`src/rtl/keypad_multitap_encoder.sv`:
```
// keypad_multitap_encoder: scans a 4x3 phone keypad, debounces it and turns
// multi-tap digit presses into ASCII letters with commit/clear/submit pulses.
//
// Output handshake: there is no backpressure. letter is meaningful only in the
// cycle letter_valid is high. letter_valid, clear, word_submit and error are
// single-cycle registered pulses, and at most one of them is high per cycle.
module keypad_multitap_encoder #(
    parameter int SCAN_CYCLES     = 100,
    parameter int DEBOUNCE_CYCLES = 20,
    parameter int TAP_TIMEOUT     = 50000,
    parameter int AUTO_COMMIT     = 0,
    parameter int CNT_W           = 17
) (
    input  logic       clk,
    input  logic       nRst,
    input  logic [3:0] row,
    output logic [2:0] col,
    output logic [7:0] pending,
    output logic [7:0] letter,
    output logic       letter_valid,
    output logic       clear,
    output logic       word_submit,
    output logic       error,
    output logic [1:0] fsm_state
);

    localparam logic [1:0] S_SCAN        = 2'd0;
    localparam logic [1:0] S_DEB_PRESS   = 2'd1;
    localparam logic [1:0] S_PRESSED     = 2'd2;
    localparam logic [1:0] S_DEB_RELEASE = 2'd3;

    localparam logic [CNT_W-1:0] SCAN_LAST = CNT_W'(SCAN_CYCLES - 1);
    localparam logic [CNT_W-1:0] DEB_LAST  = CNT_W'(DEBOUNCE_CYCLES - 1);
    localparam logic [CNT_W-1:0] TAP_LAST  = CNT_W'(TAP_TIMEOUT - 1);

    logic [1:0]       state;
    logic [CNT_W-1:0] scan_cnt;
    logic [CNT_W-1:0] deb_cnt;
    logic [CNT_W-1:0] tap_cnt;
    logic [1:0]       row_idx;   // latched row, 0 = R0
    logic             seq_open;
    logic [3:0]       seq_key;
    logic [1:0]       tap_idx;

    logic [1:0] det_idx;
    logic [1:0] row_sel;
    logic       sample;
    logic [1:0] col_idx;
    logic [3:0] digit;
    logic       is_digit;
    logic       is_one;
    logic       is_star;
    logic       is_zero;
    logic       is_hash;
    logic [1:0] max_idx;
    logic [1:0] new_idx;
    logic       tap_fire;

    // First letter of each digit key, offset by the tap index.
    function automatic logic [7:0] letter_of(input logic [3:0] d, input logic [1:0] idx);
        logic [7:0] base;
        case (d)
            4'd2:    base = 8'h41;
            4'd3:    base = 8'h44;
            4'd4:    base = 8'h47;
            4'd5:    base = 8'h4A;
            4'd6:    base = 8'h4D;
            4'd7:    base = 8'h50;
            4'd8:    base = 8'h54;
            4'd9:    base = 8'h57;
            default: base = 8'h00;
        endcase
        return base + {6'd0, idx};
    endfunction

    assign fsm_state = state;
    // row[3] is R0, so the latched row index maps to bit (3 - row_idx).
    assign row_sel   = ~row_idx;
    assign sample    = row[row_sel];
    assign tap_fire  = (state == S_SCAN) && seq_open && (tap_cnt == TAP_LAST);

    // Pick the winning row (R0 first) and decode the latched key.
    always_comb begin
        if (row[3])      det_idx = 2'd0;
        else if (row[2]) det_idx = 2'd1;
        else if (row[1]) det_idx = 2'd2;
        else             det_idx = 2'd3;

        if (col[2])      col_idx = 2'd0;
        else if (col[1]) col_idx = 2'd1;
        else             col_idx = 2'd2;

        digit    = 4'd1 + 4'(row_idx) * 4'd3 + 4'(col_idx);
        is_one   = (row_idx == 2'd0) && (col_idx == 2'd0);
        is_digit = (row_idx != 2'd3) && !is_one;
        is_star  = (row_idx == 2'd3) && (col_idx == 2'd0);
        is_zero  = (row_idx == 2'd3) && (col_idx == 2'd1);
        is_hash  = (row_idx == 2'd3) && (col_idx == 2'd2);

        max_idx  = ((digit == 4'd7) || (digit == 4'd9)) ? 2'd3 : 2'd2;
        if (seq_open && (seq_key == digit))
            new_idx = (tap_idx == max_idx) ? 2'd0 : tap_idx + 2'd1;
        else
            new_idx = 2'd0;
    end

    // Column scan and press/release debounce state machine.
    always_ff @(posedge clk or negedge nRst) begin
        if (!nRst) begin
            state    <= S_SCAN;
            col      <= 3'b100;
            scan_cnt <= '0;
            deb_cnt  <= '0;
            row_idx  <= 2'd0;
        end else begin
            case (state)
                S_SCAN: begin
                    if (|row) begin
                        state    <= S_DEB_PRESS;
                        row_idx  <= det_idx;
                        deb_cnt  <= '0;
                        scan_cnt <= '0;
                    end else if (scan_cnt == SCAN_LAST) begin
                        scan_cnt <= '0;
                        col      <= {col[0], col[2:1]};
                    end else begin
                        scan_cnt <= scan_cnt + 1'b1;
                    end
                end
                S_DEB_PRESS: begin
                    if (!sample)                  state   <= S_SCAN;
                    else if (deb_cnt == DEB_LAST) state   <= S_PRESSED;
                    else                          deb_cnt <= deb_cnt + 1'b1;
                end
                S_PRESSED: begin
                    state   <= S_DEB_RELEASE;
                    deb_cnt <= '0;
                end
                default: begin
                    if (sample)                   deb_cnt <= '0;
                    else if (deb_cnt == DEB_LAST) state   <= S_SCAN;
                    else                          deb_cnt <= deb_cnt + 1'b1;
                end
            endcase
        end
    end

    // Key actions, tap sequence tracking, tap timer and output pulses.
    always_ff @(posedge clk or negedge nRst) begin
        if (!nRst) begin
            pending      <= 8'h00;
            letter       <= 8'h00;
            letter_valid <= 1'b0;
            clear        <= 1'b0;
            word_submit  <= 1'b0;
            error        <= 1'b0;
            seq_open     <= 1'b0;
            seq_key      <= 4'd0;
            tap_idx      <= 2'd0;
            tap_cnt      <= '0;
        end else begin
            letter_valid <= 1'b0;
            clear        <= 1'b0;
            word_submit  <= 1'b0;
            error        <= 1'b0;
            if (state == S_PRESSED) begin
                tap_cnt <= '0;
                if (is_digit) begin
                    seq_open <= 1'b1;
                    seq_key  <= digit;
                    tap_idx  <= new_idx;
                    pending  <= letter_of(digit, new_idx);
                end else if (is_star) begin
                    if (pending != 8'h00) begin
                        letter       <= pending;
                        letter_valid <= 1'b1;
                    end else begin
                        error <= 1'b1;
                    end
                    pending  <= 8'h00;
                    seq_open <= 1'b0;
                end else if (is_zero) begin
                    pending  <= 8'h00;
                    seq_open <= 1'b0;
                    clear    <= 1'b1;
                end else if (is_hash) begin
                    word_submit <= 1'b1;
                end else begin
                    error <= 1'b1;
                end
            end else if (tap_fire) begin
                seq_open <= 1'b0;
                tap_cnt  <= '0;
                if ((AUTO_COMMIT != 0) && (pending != 8'h00)) begin
                    letter       <= pending;
                    letter_valid <= 1'b1;
                    pending      <= 8'h00;
                end
            end else if ((state == S_SCAN) && seq_open) begin
                tap_cnt <= tap_cnt + 1'b1;
            end
        end
    end

endmodule
```
`config.mk`:
```
export PLATFORM = sky130hd
export DESIGN_NAME = keypad_multitap_encoder
export DESIGN_NICKNAME = d
export VERILOG_FILES = /design/src/rtl/keypad_multitap_encoder.sv
export SDC_FILE = /design/constraint.sdc
export NUM_CORES = 1
export LEC_CHECK = 0
export CORE_MARGIN = 5
export CORE_UTILIZATION = 41
export DETAILED_ROUTE_END_ITERATION = 10
export GPL_TIMING_DRIVEN = 0
export PLACE_DENSITY_LB_ADDON = 0.1
export SLEW_MARGIN = 10
export SYNTH_ARGS = -nofsm -noshare
export SYNTH_HDL_FRONTEND = slang
export SYNTH_SLANG_ARGS = --single-unit
```
`constraint.sdc`:
```
create_clock -name clk -period 5.1 [get_ports clk]
set_clock_uncertainty 0.05 [all_clocks]
set_input_delay 0.765 -clock clk [delete_from_list [all_inputs] [get_ports clk]]
set_output_delay 0.765 -clock clk [all_outputs]
set_load 0.01 [all_outputs]
```
==> results.toml, run 1 <==
[run_status]
status = "finished clean"

[timing]
fmax_ghz = 0.229
fin_crit_ns = 4.36
drv_slew = 0
max_slew_margin_pct = 35.8
period_share_pct = 85.5
max_slew.worst_pin.slew_ns = 0.954
rsz0062_at_grt = "no"
setup_viol = 0
hold_viol_final = 0
finalSetupTns_ns = 0

[power]
switching_power_uw = 806
internal_power_uw = 1340
swShare_pct = 37.5
powerDensity_nw_per_um2 = 398
finalPower_uw = 2150
clkPwrFrac_pct = 29.0
ir_worst_vdd_mv = 0.314
p_comb_share_pct = 37.2
leakagePower_uw = 0.00235
seq_power_share_pct = 33.9

[floorplanning]
core_sq_um = 10900
die-area_sq_um = 13500
num_io_pins = 31
die_w_um = 116
dieHeight_um = 116
initial_utilization_pct = 42.2
rows = 38

[grt]
grt_max_degree = 47
grt_pass1_wl_mm = 17.2
antenna_found_initial = 0
grt_pass1_vias = 3472
overflow = 0
grtUsageTotal_pct = 16.1

[route]
vias_per_cell = 5.29
drt_iter0_drc = 221
routed_wirelength_mm = 10.0
dr_total_vias = 3550
drt-pass1-iter-count = 5
routedWlPerCell_um = 14.9
antenna_left = 0
drc = 0

[logic_synthesis]
synth_adder_area_share_pct = 5.31
synth_top_family_by_area = "simple AND/OR/NAND/NOR gates"
synth_ff_type = "dfrtp_1"
synth_compound_area_share_pct = 11.2
yosysUniqueCellTypes = 66
synth_seq_cells = 83
yosys.area_share.xor_xnor_pct = 6.83
synth_enable_flop_cells = 0
netlist_instances = 485
yosys.area_share.simple_pct = 24.1
synthArstFlopShare_pct = 100
yosys_warnings = 0
synth_mux_area_share_pct = 3.60
syn_area_sq_um = 4620
ys_seq_area_share_pct = 45.0
synth.avg_cell_area_sq_um = 9.52

[clocking]
clock-sinks = 83
cts_setup_buffers = 0
numCtsBuffers = 9
cts_hold_buf = 0
clock-root-buffer = "clkbuf_16"
h-tree-depth = 3
clkLatencyLatePin_ns = 0.34
clock_path_buffers = 2
cts_tree = "yes"
post_cts_resized = 0
clk_pin_slew_ns = 0.06

[cells_and_area]
final_cell_mix = "82 x dfrtp_1, 52 x nor2_1, 40 x nand2_1"
fillers = 1035
n_antenna_cell = 0
nets = 549
area_delta_synth_final_pct = 16.7
regArea_sq_um = 2080
drive_above_1_share_pct = 7.53
layout_commonest_cell = "dfrtp_1"
multiInputGateArea_sq_um = 2360

[setup_path]
worstPathRequired_ns = 5.27
r2r-start = "col[2]$_DFFE_PN1P_"
worst-path-max-fanout = 8
setup.worst_path.start = "col[2]$_DFFE_PN1P_"
end_kind = "flop"
worst_setup_path_start_kind = "flop"
critPathKind = "flop to flop"
crit_arrival_ns = 4.53

[hold_path]
hold_class = "input pin to async pin"

[placed_design]
hpwl_mm = 7.38
gp_congestion = 0.834
portBuffers = 28

[run]
maxCapViolations = 0
[area by class of cell]
type | count | area share, %
clock buffers | 10 | 4.44
multi-input cells | 364 | 43.9
inverters | 24 | 1.67
repair buffers | 29 | 5.67
flip-flops and latches | 83 | 38.6
plain buffers | 15 | 1.63
clock inverters | 6 | 0.882
well taps | 140 | 3.25
[kinds of logic (layout without fill, tap and decap cells)]
| logic type | count (synthesis) | after routing |
|---|---|---|
| simple gates | 210 | 210 |
| compound gates | 84 | 84 |
| flops | 83 | 83 |
| buf+inv | 39 | 84 |
| xor+xnor | 36 | 36 |
| fa+ha+maj | 18 | 18 |
| mux | 14 | 14 |
| other cells | 1 | 2 |
[worst max-delay path: stages, from the launching register on]
cell and delay, ns:
dfstp_2 0.58, or2_1 0.17, fa_1 0.48, fa_1 0.53, xnor2_1 0.50, and3_1 0.30, a21oi_1 0.13, or3b_1 0.37
a21oi_1 0.26, ha_1 0.29, a21oi_1 0.19, nor3_1 0.08, a221o_1 0.31
[per-layer routing]
layer	vias up	track usage [%]	wire length (um)
met5	-	0	0
met4	0	5.65	163
met2	53	24.9	4510
met3	15	3.37	282
met1	1694	22.5	5060
li1	1788	-	-
[power by group through the flow]
stage / combinational, uW / sequential (uW) / clock [uW]
floorplan: 607 / 729 / 0
global placement: 784 / 739 / 0
detailed placement: 801 / 740 / 0
CTS: 808 / 728 / 643
global route: 905 / 732 / 664
finish: 798 / 727 / 622
[state kept, by name, summed over array words and instances, names as in the netlist, 2 cells and up]
register and flops:
deb_cnt 17, scan_cnt 17, tap_cnt 17, letter 7
pending 7, seq_key 4, col 3, fsm_state 2
row_idx 2, tap_idx 2
[Yosys cell counts, types with 2 or more instances]
library cell / instances / share of area [%]
a21o_1: 4 / 0.65
and2_1: 7 / 0.95
xor2_1: 17 / 3.2
buf_4: 3 / 0.49
nand2b_1: 8 / 1.1
o21ai_1: 14 / 1.5
o41ai_1: 2 / 0.38
nor4_1: 10 / 1.4
mux2i_1: 2 / 0.43
xnor2_1: 19 / 3.6
a31oi_1: 6 / 0.81
nand4b_1: 3 / 0.57
nand3_1: 18 / 2.0
nand2_1: 40 / 3.3
and3_1: 8 / 1.1
clkbuf_1: 6 / 0.49
or4_1: 2 / 0.33
a211oi_1: 3 / 0.49
inv_1: 24 / 2.0
nor3_1: 18 / 2.0
buf_2: 4 / 0.43
nor2b_1: 2 / 0.27
mux2_1: 10 / 2.4
or4_4: 2 / 0.49
and4_1: 2 / 0.38
a21oi_1: 24 / 2.6
nor3b_1: 4 / 0.65
buf_6: 2 / 0.49
o31ai_1: 3 / 0.49
ha_1: 14 / 3.8
o21ai_0: 15 / 1.6
or2_1: 3 / 0.41
or3_1: 6 / 0.81
nor2_1: 52 / 4.2
fa_1: 3 / 1.3
a22o_1: 3 / 0.57
nand4_1: 12 / 1.6
dfrtp_1: 82 / 44
[path summary, 6_finish.rpt]
path                                     endpoint  slack, ns  depth (start not counted)
min                        tap_cnt[7]$_DFFE_PN0P_       0.34                          1
min reg2reg                seq_key[3]$_DFFE_PN0P_       0.44                          2
max                        pending[3]$_DFFE_PN0P_       0.74                         12
max in group asynchronous      col[2]$_DFFE_PN1P_       3.99                          2
max reg2reg                pending[3]$_DFFE_PN0P_       0.74                         12
min in group clk           seq_key[3]$_DFFE_PN0P_       0.44                          2
[stage by stage]
stage / cells / cell area (sq um) / setup WS [ns] / hold slack, ns / utilization (%)
2_1_floorplan: 486 / 4620 / 1.14 / 0.400 / -
3_3_place_gp: 654 / 5080 / 0.137 / 0.417 / 46.4
3_5_place_dp: 655 / 5100 / 0.750 / 0.422 / 46.6
4_1_cts: 671 / 5390 / 0.719 / 0.358 / 49.3
5_1_grt: 671 / 5390 / 0.454 / 0.397 / 49.3
6_report: 671 / 5390 / 0.739 / 0.339 / 49.3
Note: power is estimated with default switching activity, not from simulation.
==> inputs of run 2 (changes only) <==
Settings changed: CORE_MARGIN 5 to 4, CORE_UTILIZATION 41 to 29, HOLD_SLACK_MARGIN from default to 0.02.
==> run 2 against run 1 <==
Compared with the run above:
- fmax about the same
- largest cell class unchanged
- non-clock buffer count unchanged
- cell area increased by 1.6%
- clock power increased by 5.3%
- highest routed layer unchanged
- sequential power about the same
==> results.toml, run 2 (synthesized netlist as in run 1, its figures left out) <==
[timing]
fmax_ghz = 0.229
hold_viol_final = 0
fin_crit_ns = 4.36
rsz0062_at_grt = "no"
setup_ws_ns = 0.740
max_slew_margin_pct = 39.6
setup_viol = 0
period_share_pct = 85.5
fin_hold_ws_ns = 0.339
max_slew.worst_pin.slew_ns = 0.898
drv_slew = 0

[clocking]
cts_hold_buf = 0
cts_setup_buffers = 0
post_cts_resized = 0
numCtsBuffers = 9
clk_pin_slew_ns = 0.06
cts_tree = "yes"
clock-root-buffer = "clkbuf_16"
h-tree-depth = 3
clock_path_buffers = 2
clkLatencyLatePin_ns = 0.35
clock-sinks = 83

[power]
clkPwrFrac_pct = 30.0
ir_worst_vdd_mv = 0.371
internal_power_uw = 1380
leakagePower_uw = 0.00235
switching_power_uw = 803
swShare_pct = 36.8
p_comb_share_pct = 36.6
finalPower_uw = 2180
powerDensity_nw_per_um2 = 398
seq_power_share_pct = 33.3

[placed_design]
dp_slack_ns = 0.758
portBuffers = 28
place_inst = 726
gp_congestion = 0.788
hpwl_mm = 7.79

[cells_and_area]
fillers = 1561
layout_commonest_cell = "dfrtp_1"
final_util_pct = 35.6
reg.largest.list = "deb_cnt: 17 flops, scan_cnt: 17 flops, tap_cnt: 17 flops"
area_delta_synth_final_pct = 18.5
nets = 549
final_cell_mix = "82 x dfrtp_1, 52 x nor2_1, 40 x nand2_1"
drive_above_1_share_pct = 6.99
stdcell_count = 740
n_antenna_cell = 0

[run]
maxCapViolations = 0

[route]
drc = 0
routedWlPerCell_um = 14.7
drt-pass1-iter-count = 6
dr_total_vias = 3581
drt_iter0_drc = 247
antenna_left = 0
vias_per_cell = 4.84
routed_wirelength_mm = 10.8

[setup_path]
critPathKind = "flop to flop"
end_kind = "flop"
worstPathRequired_ns = 5.27
worst_setup_path_start_kind = "flop"
crit_arrival_ns = 4.53
worst-path-max-fanout = 8
r2r_cells = 12

[grt]
antenna_found_initial = 0
grt_pass1_wl_mm = 18.5
grtUsageTotal_pct = 12.8
overflow = 0
grt_max_degree = 50
grt_pass1_vias = 3451

[run_status]
status = "finished clean"

[floorplanning]
num_io_pins = 31
die-area_sq_um = 18000
core_sq_um = 15400
dieHeight_um = 134
rows = 45
initial_utilization_pct = 30.0
die_w_um = 134

[hold_path]
hold_class = "input pin to async pin"
-- run 2: critical path, cell delays in order, from the launching register on --
cell     delay [ns]
dfstp_2        0.59
or2_1          0.18
fa_1           0.48
fa_1           0.52
xnor2_1        0.50
and3_1         0.31
a21oi_1        0.13
or3b_1         0.36
a21oi_1        0.25
ha_1           0.28
a21oi_1        0.19
nor3_1         0.09
a221o_1        0.32
-- run 2: through the flow --
step	setup TNS, ns	instance area, sq um
finish	0	5470
global route	0	5470
CTS	0	5470
detailed placement	0	5190
global placement	-11.93	5160
floorplan	0	4620
-- run 2: area by class of cell --
type | instances | area [sq um] | area share, %
Inverter | 24 | 90.1 | 1.65
Clock buffer | 11 | 243 | 4.44
Sequential cell | 83 | 2080 | 38.0
Clock inverter | 3 | 40.0 | 0.732
Timing Repair Buffer | 29 | 305 | 5.58
Tap cell | 211 | 264 | 4.82
Multi-Input combinational cell | 364 | 2360 | 43.2
Buffer | 15 | 87.6 | 1.60
-- run 2: power by group through the flow --
stage	registers, uW	logic, uW	clock network [uW]
finish	727	799	655
global route	734	913	703
CTS	728	808	679
detailed placement	740	801	0
global placement	740	796	0
floorplan	729	607	0
-- run 2: worst paths after layout --
kind	slack (ns)	end	start
max	0.74	pending[3]$_DFFE_PN0P_	col[2]$_DFFE_PN1P_
min	0.34	tap_cnt[9]$_DFFE_PN0P_	nRst
max reg2reg	0.74	pending[3]$_DFFE_PN0P_	col[2]$_DFFE_PN1P_
min reg2reg	0.44	letter[4]$_DFFE_PN0P_	letter[4]$_DFFE_PN0P_
max in group asynchronous	4.01	col[2]$_DFFE_PN1P_	nRst
min in group clk	0.44	letter[4]$_DFFE_PN0P_	letter[4]$_DFFE_PN0P_
-- run 2: per-layer routing --
layer  wire length [um]  vias up  track usage (%)  share of wire [%]
li1                   -     1794                -                  -
met1               5620     1742             18.2                 52
met2               4810       36             19.3                 44
met3                294        9             3.53                2.7
met4                118        0             3.45                1.1
met5                  0        -                0                  0
==> inputs of run 3 (changes only) <==
Settings changed: CELL_PAD_IN_SITES_DETAIL_PLACEMENT from default to 2, CELL_PAD_IN_SITES_GLOBAL_PLACEMENT from default to 2.
==> run 3 against run 2 <==
Compared with the run above:
- sequential cell count stayed put
- non-clock buffer count is the same
- combinational power grew 3.5%
- setup slack got worse by 0.077 ns
- sequential power is essentially flat
- via count grew 4.2%
- count of clock-buffer cells in the layout fell by 1
- hold slack worse by 0.036 ns
- total power is essentially flat
- routed wire length increased by 19%
- clock power down 4.4%
- largest cell class unchanged
- highest routed layer unchanged
==> results.toml, run 3 (synthesized netlist as in run 1, its figures left out) <==
[power]
swShare_pct = 38.6
clkPwrFrac_pct = 28.7
leakagePower_uw = 0.00234
powerDensity_nw_per_um2 = 399
ir_worst_vdd_mv = 0.193
seq_power_share_pct = 33.4
internal_power_uw = 1340
switching_power_uw = 842
p_comb_share_pct = 37.9

[timing]
drv_slew = 0
period_share_pct = 87.0
max_slew_margin_pct = 33.8
hold_viol_final = 0
setup_ws_ns = 0.662
rsz0062_at_grt = "no"
fmax_ghz = 0.225
finalSetupTns_ns = 0
max_slew.worst_pin.slew_ns = 0.983
fin_crit_ns = 4.44
setup_viol = 0

[cells_and_area]
fin_area_sq_um = 5470
reg.largest.list = "deb_cnt: 17 flops, scan_cnt: 17 flops, tap_cnt: 17 flops"
final_cell_mix = "82 x dfrtp_1, 52 x nor2_1, 40 x nand2_1"
n_antenna_cell = 0
drive_above_1_share_pct = 7.36
area_delta_synth_final_pct = 18.5
fillers = 1709
layout_commonest_cell = "dfrtp_1"
nets = 549

[placed_design]
gp_congestion = 0.727
placed_area_sq_um = 5190
portBuffers = 28
hpwl_mm = 9.48
dp_slack_ns = 0.621

[clocking]
cts_tree = "yes"
cts_hold_buf = 0
clkLatencyLatePin_ns = 0.34
h-tree-depth = 3
cts_setup_buffers = 0
post_cts_resized = 0
clock-sinks = 83
clock_path_buffers = 2
numCtsBuffers = 9
clock-root-buffer = "clkbuf_16"
clk_pin_slew_ns = 0.07

[run_status]
status = "finished clean"

[floorplanning]
dieHeight_um = 134
die_w_um = 134
num_io_pins = 31
core_sq_um = 15400
rows = 45
die-area_sq_um = 18000
initial_utilization_pct = 30.0

[setup_path]
worst-path-max-fanout = 8
timing.rr.end = "pending[3]$_DFFE_PN0P_"
critPathKind = "flop to flop"
r2r-start = "col[2]$_DFFE_PN1P_"
worst_setup_path_start_kind = "flop"
crit_arrival_ns = 4.61
max_stage_delay_ns = 0.59
end_kind = "flop"
crit_path_top_delay_cell = "dfstp_2"
worstPathRequired_ns = 5.27
crit_chain = "or2_1 > fa_1 > fa_1 > xnor2_1 > and3_1 > a21oi_1 > or3b_1 > a21oi_1 > ha_1 > a21oi_1 > nor3_1 > a221o_1"
r2r_cells = 12
r2r_slack_ns = 0.66
cp_common_cell = "a21oi_1"

[grt]
grt_max_degree = 54
grt_pass1_wl_mm = 22.1
grt_pass1_vias = 4185
antenna_found_initial = 0
grtUsageTotal_pct = 15.2
overflow = 0

[route]
dr_total_vias = 3731
drt_iter0_drc = 128
antenna_left = 0
routedWlPerCell_um = 17.5
routed_wirelength_mm = 12.9
drt-pass1-iter-count = 4
drc = 0
vias_per_cell = 5.04

[run]
maxCapViolations = 0

[hold_path]
hold_class = "input pin to async pin"
## run 3: worst max path at each step
| stage | endpoint | cells past startpoint | startpoint | slack (ns) |
|---|---|---|---|---|
| floorplan | pending[3]$_DFFE_PN0P_ | 12 | col[2]$_DFFE_PN1P_ | 1.14 |
| global placement | scan_cnt[0]$_DFFE_PN0P_ | 1 | nRst | -0.15 |
| detailed placement | pending[3]$_DFFE_PN0P_ | 12 | col[2]$_DFFE_PN1P_ | 0.62 |
| CTS | pending[3]$_DFFE_PN0P_ | 12 | col[2]$_DFFE_PN1P_ | 0.59 |
| global route | pending[3]$_DFFE_PN0P_ | 12 | col[2]$_DFFE_PN1P_ | 0.29 |
| finish | pending[3]$_DFFE_PN0P_ | 12 | col[2]$_DFFE_PN1P_ | 0.66 |
## run 3: cell type report
cell class,instances,area [sq um],share of cell area (%)
Multi-Input combinational cell,364,2360,43.2
Sequential cell,83,2080,38.0
Timing Repair Buffer,29,305,5.58
Tap cell,211,264,4.83
Clock buffer,10,239,4.37
Inverter,24,90.1,1.65
Buffer,15,87.6,1.60
Clock inverter,5,40.0,0.732
## run 3: power groups by stage
stage,Combinational [uW],Clock [uW],Sequential (uW)
finish,827,626,728
global route,951,686,735
CTS,849,656,729
detailed placement,843,0,742
global placement,809,0,741
floorplan,607,0,729
## run 3: worst max-delay path: cells and delay by family (launching register included)
kind | cells | cell delay, ns
fa+ha+maj | 3 | 1.31
simple gates | 4 | 0.96
flops | 1 | 0.59
compound gates | 4 | 0.90
xor+xnor | 1 | 0.50
## run 3: through the flow
step | utilization, % | cells | hold slack [ns] | total power (uW)
CTS | 35.6 | 741 | 0.310 | 2230
detailed placement | 33.8 | 726 | 0.430 | 1580
finish | 35.6 | 741 | 0.304 | 2180
global placement | 33.6 | 725 | 0.417 | 1550
global route | 35.6 | 741 | 0.329 | 2370
floorplan | - | 486 | 0.400 | 1340
## run 3: metal layers
layer	up-vias	wire, um	part of all wire, %	GRT usage, %
met5	-	0	0	0
met1	1912	6300	49	20.5
met2	23	6290	49	25.2
met3	10	154	1.2	2.25
met4	0	191	1.5	5.09
li1	1786	-	-	-
